$ cat src/rtl/uart_pkg.sv
// Shared types and defaults for the UART transmit arbiter.
package uart_pkg;

   typedef enum logic [1:0] {
      IDLE      = 2'd0,
      START     = 2'd1,
      WAIT_BUSY = 2'd2,
      WAIT_DONE = 2'd3
   } uart_arb_state_t;

   localparam logic [7:0] EOL_CHAR_DEFAULT = 8'h0A;
   localparam int         BURST_W          = 8;

endpackage

$ cat src/rtl/uart_tx_arbiter_rr_pick.sv
// Combinational round-robin priority encoder: returns the first valid
// requester found searching upward from last_owner+1 (mod NREQ).
module rr_pick #(
   parameter  int NREQ = 4,
   localparam int IW   = $clog2(NREQ)
) (
   input  logic [NREQ-1:0] valid_i,
   input  logic [IW-1:0]   last_owner_i,
   output logic            found_o,
   output logic [IW-1:0]   index_o
);

   // Walk from the farthest candidate back toward last_owner+1 so the
   // nearest valid requester is the one written last.
   always_comb begin
      int cand;
      found_o = 1'b0;
      index_o = '0;
      cand    = 0;
      for (int k = NREQ; k >= 1; k--) begin
         cand = (int'(last_owner_i) + k) % NREQ;
         if (valid_i[cand[IW-1:0]]) begin
            found_o = 1'b1;
            index_o = cand[IW-1:0];
         end
      end
   end

endmodule

$ cat src/rtl/uart_tx_arbiter.sv
// Arbitrates NREQ byte requesters onto one UART byte transmitter, with a
// per-owner grant lock that lasts until EOL, burst limit, or valid drop.
module uart_tx_arbiter
   import uart_pkg::*;
#(
   parameter  int         NREQ      = 4,
   parameter  int         MAX_BURST = 16,
   parameter  logic [7:0] EOL_CHAR  = EOL_CHAR_DEFAULT,
   localparam int         IW        = $clog2(NREQ)
) (
   input  logic              clk,
   input  logic              reset,
   input  logic [NREQ-1:0]   req_valid,
   input  logic [8*NREQ-1:0] req_data,
   output logic [NREQ-1:0]   req_ready,
   output logic              tx_start,
   output logic [7:0]        tx_data,
   input  logic              tx_ready,
   output logic [IW-1:0]     grant_id,
   output logic              busy
);

   localparam logic [BURST_W-1:0] BURST_LIMIT = BURST_W'(MAX_BURST);
   localparam logic [IW-1:0]      LAST_RST    = IW'(NREQ - 1);

   uart_arb_state_t    state_q, state_d;
   logic [7:0]         tx_data_q, tx_data_d;
   logic [IW-1:0]      grant_q, grant_d;
   logic [IW-1:0]      last_owner_q, last_owner_d;
   logic               lock_q, lock_d;
   logic [BURST_W-1:0] burst_q, burst_d;

   logic               pick_found;
   logic [IW-1:0]      pick_idx;
   logic               keep;
   logic               take_lock;
   logic               take_new;
   logic               accept;
   logic [IW-1:0]      acc_idx;
   logic [7:0]         acc_byte;

   rr_pick #(
      .NREQ (NREQ)
   ) u_pick (
      .valid_i      (req_valid),
      .last_owner_i (last_owner_q),
      .found_o      (pick_found),
      .index_o      (pick_idx)
   );

   // The owner keeps the grant only if its last byte was not EOL, the burst
   // has room, and it is offering again right now; otherwise re-arbitrate.
   always_comb begin
      keep      = lock_q && (tx_data_q != EOL_CHAR) && (burst_q < BURST_LIMIT)
                  && req_valid[grant_q];
      take_lock = (state_q == IDLE) && keep;
      take_new  = (state_q == IDLE) && !keep && pick_found;
      accept    = take_lock || take_new;
      acc_idx   = take_lock ? grant_q : pick_idx;
      acc_byte  = req_data[{acc_idx, 3'b000} +: 8];
   end

   always_ff @(posedge clk or posedge reset) begin
      if (reset) begin
         state_q <= IDLE;
      end else begin
         state_q <= state_d;
      end
   end

   always_comb begin
      state_d = state_q;
      case (state_q)
         IDLE:      if (accept)    state_d = START;
         START:     if (tx_ready)  state_d = WAIT_BUSY;
         WAIT_BUSY: if (!tx_ready) state_d = WAIT_DONE;
         WAIT_DONE: if (tx_ready)  state_d = IDLE;
         default:                  state_d = IDLE;
      endcase
   end

   // req_ready is decoded from held state plus live inputs, so it is masked
   // while reset is asserted to keep it quiet during the reset window.
   always_comb begin
      req_ready = '0;
      tx_start  = 1'b0;
      busy      = (state_q != IDLE);
      if (accept && !reset) begin
         req_ready[acc_idx] = 1'b1;
      end
      if (state_q == START) begin
         tx_start = tx_ready;
      end
   end

   always_ff @(posedge clk or posedge reset) begin
      if (reset) begin
         tx_data_q    <= '0;
         grant_q      <= '0;
         last_owner_q <= LAST_RST;
         lock_q       <= 1'b0;
         burst_q      <= '0;
      end else begin
         tx_data_q    <= tx_data_d;
         grant_q      <= grant_d;
         last_owner_q <= last_owner_d;
         lock_q       <= lock_d;
         burst_q      <= burst_d;
      end
   end

   always_comb begin
      tx_data_d    = tx_data_q;
      grant_d      = grant_q;
      last_owner_d = last_owner_q;
      lock_d       = lock_q;
      burst_d      = burst_q;
      if (take_new) begin
         tx_data_d    = acc_byte;
         grant_d      = pick_idx;
         last_owner_d = pick_idx;
         lock_d       = 1'b1;
         burst_d      = BURST_W'(1);
      end else if (take_lock) begin
         tx_data_d = acc_byte;
         if (burst_q != '1) begin
            burst_d = burst_q + 1'b1;
         end
      end else if (state_q == IDLE && !keep) begin
         lock_d = 1'b0;
      end
   end

   assign tx_data  = tx_data_q;
   assign grant_id = grant_q;

endmodule

$ cat config.mk
export PLATFORM = sky130hd
export DESIGN_NAME = uart_tx_arbiter
export DESIGN_NICKNAME = d
export VERILOG_FILES = /design/src/rtl/uart_pkg.sv /design/src/rtl/uart_tx_arbiter_rr_pick.sv /design/src/rtl/uart_tx_arbiter.sv
export SDC_FILE = /design/constraint.sdc
export NUM_CORES = 1
export LEC_CHECK = 0
export CAP_MARGIN = 40
export CORE_MARGIN = 1.5
export CORE_UTILIZATION = 30
export CTS_BUF_LIST = sky130_fd_sc_hd__clkbuf_8
export DETAILED_ROUTE_END_ITERATION = 10
export GPL_TIMING_DRIVEN = 1
export PLACE_DENSITY_LB_ADDON = 0.08
export SLEW_MARGIN = 20
export SYNTH_ARGS = -nofsm -noshare
export SYNTH_HDL_FRONTEND = slang
export SYNTH_HIERARCHICAL = 1
export SYNTH_SLANG_ARGS = --single-unit
$ cat constraint.sdc
create_clock -name clk -period 3.5 [get_ports clk]
set_clock_uncertainty 0.2 [all_clocks]
set_input_delay 0.525 -clock clk [delete_from_list [all_inputs] [get_ports clk]]
set_output_delay 0.525 -clock clk [all_outputs]
set_load 0.05 [all_outputs]
==> summary.md <==
| Metric | Value |
|---|---|
| Status | `complete, no violations` |
| CP delay by family, top | `simple AND/OR/NAND/NOR gates` |
| Commonest non-fill, non-tap cell in the layout | `clkdlybuf4s50_1` |
| TritonRoute pass-1 iters | `4` |
| Fillers | `559` |
| Synth Area in XOR/XNOR | `1.032%` |
| Hold buffers post-CTS | `0` |
| All-Layer GR Usage | `16.74%` |
| Post-DP Area | `2395 um^2` |
| Clk root buf | `clkbuf_8` |
| FMAX | `0.3030 GHz` |
| Total placed cells including tap cells | `313` |
| Fraction of layout cells with a size suffix above 1 | `20.82%` |
| Slew margin rel. | `slightly above 60%` |
| CTS Buf Count | `3` |
| Number of flops mapped to enable cells by yosys | `0` |
| Clk pwr share | `8.2%` |
| Design area | `2440 um^2` |
| Max clock buf depth | `2` |
| Seq cells post-synth | `23` |
| Met2 Resource Use GR | `roughly 25%` |
| Slowest stage delay, CP | `0.74 ns` |
| Most frequent CP cell | `buf_4` |
| FF/Latch Area | `578.1 um^2` |
| Vias per inst | `4.984` |
| First-pass GRT wire length | `between 7 and 8 mm` |
| FFs w/ async S/R, synth | `100.0%` |
| Sequential-to-total area share from yosys stat | `34.05%` |
| CTS H-tree depth | `1` |
| Crit path max-delay cell type | `or4b_2` |
| Gpl congestion | `~0.78` |
| Synth Warn # | `6` |
| Tightest Hold Check Type | `flop to flop` |
| Global route overflow | `0` |
| Die Width | `78.23 um` |
| Share of total power in combinational logic | `69.0%` |
| WL/cell | `15.68 um` |
| CP arrival | `2.58 ns` |
| IO Count | `55` |
| RSZ-0062 raised after global routing | `no` |
| Post-Syn Area | `1698 um^2` |
| TritonCTS Sinks | `23` |
| Largest area contributor in the netlist | `dfrtp_1` |
| VDD IR-drop max | `0.4252 mV` |
| Period minus WS final | `around 3.3 ns` |
| Final nets | `291` |
| Core area | `5473 um^2` |
| Top FF cell, synth | `dfrtp_1` |
| Compound-Gate Fraction of Synth Area | `22.11%` |
| Gr busiest metal | `met2` |
| Total power after layout | `2.063 mW` |
| Leakage | `1.053 nW` |
| Chip Height | `78.23 um` |
| Antenna violations before repair | `0` |
| Multi-input logic area | `1052 um^2` |
| Adder-Cell Fraction of Synth Area | `4.422%` |
| Fin Setup TNS | `0 ns` |
| Clock transition at path regs | `0.09 ns` |
| Non-Filler Instances | `317` |
| Vias in the first global route | `1533` |
| Sw Pwr | `approximately 1 mW` |
| Netlist cell types | `45` |
| Largest cells by area after synthesis | `dfrtp_1 31%, mux2_2 12%, and3_1 5.2%, ha_1 4.4%, o21ai_0 4.1%` |
| CTS tree | `built` |
| Total wire length | `between 4 and 5 mm` |
| Post-CTS setup buffers | `0` |
| Max Cap Violations | `0` |
| Tightest Pin Transition | `0.5660 ns` |
| Resized Gates After CTS | `0` |
| Worst-Skew Late Latency | `around 0.27 ns` |
| Period utilization | `~94%` |
| Largest net degree at the start of global routing | `17` |
| Hpwl dp | `3.831 mm` |
| WS Path Type | `flop to output port` |
| Sw frac | `49.50%` |
| Multiplexer share of the synthesized area | `between 10% and 20%` |
| GRT met3 Usage | `roughly 2.7%` |
| Startpoint types | `flop` |
| Crit path cell chain | `or4b_2 > o2111ai_4 > or2_1 > buf_4 > nand2_2 > and3_1 > buf_4` |
| Ant diodes | `0` |
| Highest-count cells in the layout ignoring fill and taps | `50 x clkdlybuf4s50_1, 21 x dfrtp_1, 18 x mux2_2` |
| Worst setup EP type | `output port` |
| Final Hold Viols | `0` |
| Antenna viol nets, final | `0` |
| Pwr dens | `around 850 nW/um^2` |
| Largest family of logic cells by synthesized area | `compound AO/OA/AOI/OAI gates` |
| Starting Density | `between 30% and 40%` |
| Utilization after layout | `44.58%` |
| Die Footprint | `6120 um^2` |
| Layout overhead on the synthesized area | `43.70%` |
| Syn Nets | `approximately 230` |
| Final setup violation count | `0` |
| Pint | `1.042 mW` |
| Synth top area share | `30.95%` |
| Mean area per synthesized cell | `9.433 um^2` |
| DR iter-0 viols | `46` |
| Worst path required time | `2.77 ns` |
| Buf/Inv on CP | `2` |
| Via count | `1580` |
| Crit-path max FO | `8` |
| GR Util met1 | `25.09%` |
| Row count | `27` |
| Simple-gate share of the synthesized area | `around a fifth` |
| PortBufs | `54` |
| Sequential power share | `22.8%` |
| Max-slew violation count | `0` |
| Synthesized instance count | `between 150 and 200` |
| Residual DRC | `0` |
## sequential cells by signal, indices dropped and copies added, names as in the netlist
name          cells
burst_q           8
grant_id          2
last_owner_q      2
lock_q            1
state_q           2
tx_data           8
## path summary, 6_finish.rpt
check	from	to	slack, ns	depth (start not counted)
worst max-delay path	tx_data[7]	req_ready[2]	0.20	7
worst min-delay path	lock_q	lock_q	0.31	1
worst max register to register	tx_data[7]	tx_data[6]	0.77	8
worst min register to register	lock_q	lock_q	0.31	1
max in group asynchronous	reset	last_owner_q[1]	2.12	3
min in group asynchronous	reset	tx_data[6]	0.34	2
## layout make-up
cell class	count	share of cell area, %
flip-flops and latches	23	23.69
repair buffers	68	26.56
inverters	7	1.077
clock inverters	1	0.1538
well taps	72	3.692
multi-input cells	143	43.13
clock buffers	3	1.692
## cell families after synthesis
logic type	count (synthesis)
AND/OR/NAND/NOR	60
adder cells (fa/ha/maj)	6
buffers and inverters	14
AO/OA/AOI/OAI	53
XOR/XNOR	2
flip-flops	23
multiplexers	22
## synth_stat cells (3+ instances only)
master and count:
mux2i_1 3, nor2_1 14, a21oi_1 10, nand2_1 9, and2_1 3, a211oi_1 5, inv_1 7, ha_1 6
mux2_2 18, o21ai_0 14, dfrtp_1 21, a22oi_1 7, clkbuf_1 4, nand2b_1 5, a31oi_1 4, and3_1 14
## metrics by stage
stage	setup WS, ns	hold slack, ns
floorplan	0.2451	0.2416
CTS	0.08968	0.2980
global placement	0.1202	0.2725
detailed placement	0.09899	0.2752
finish	0.1998	0.3066
global route	0.07731	0.3236
## power by group through the flow
stage               registers, mW  logic (mW)  clock network [mW]
floorplan                   0.666       0.768                   0
global placement            0.478        1.43                   0
detailed placement          0.478        1.43                   0
CTS                         0.473        1.43               0.175
global route                0.486        1.55               0.185
finish                      0.471        1.42               0.168
## per-layer routing
| metal | vias to the layer above | wire, um | share of wire, % |
|---|---|---|---|
| li1 | 804 | - | - |
| met1 | 735 | 2524 | 51 |
| met2 | 39 | 2175 | 44 |
| met3 | 2 | 249 | 5.0 |
| met4 | 0 | 19 | 0.38 |
| met5 | - | 0 | 0 |
## worst register-to-register path, stage by stage (launching register included)
cell,delay (ns)
dfrtp_1,0.42
or4b_2,0.74
o2111ai_4,0.22
buf_4,0.17
nor2_1,0.05
buf_4,0.19
a21oi_2,0.39
a22oi_1,0.18
o21ai_1,0.11
Power figures use the tool's default switching activity.
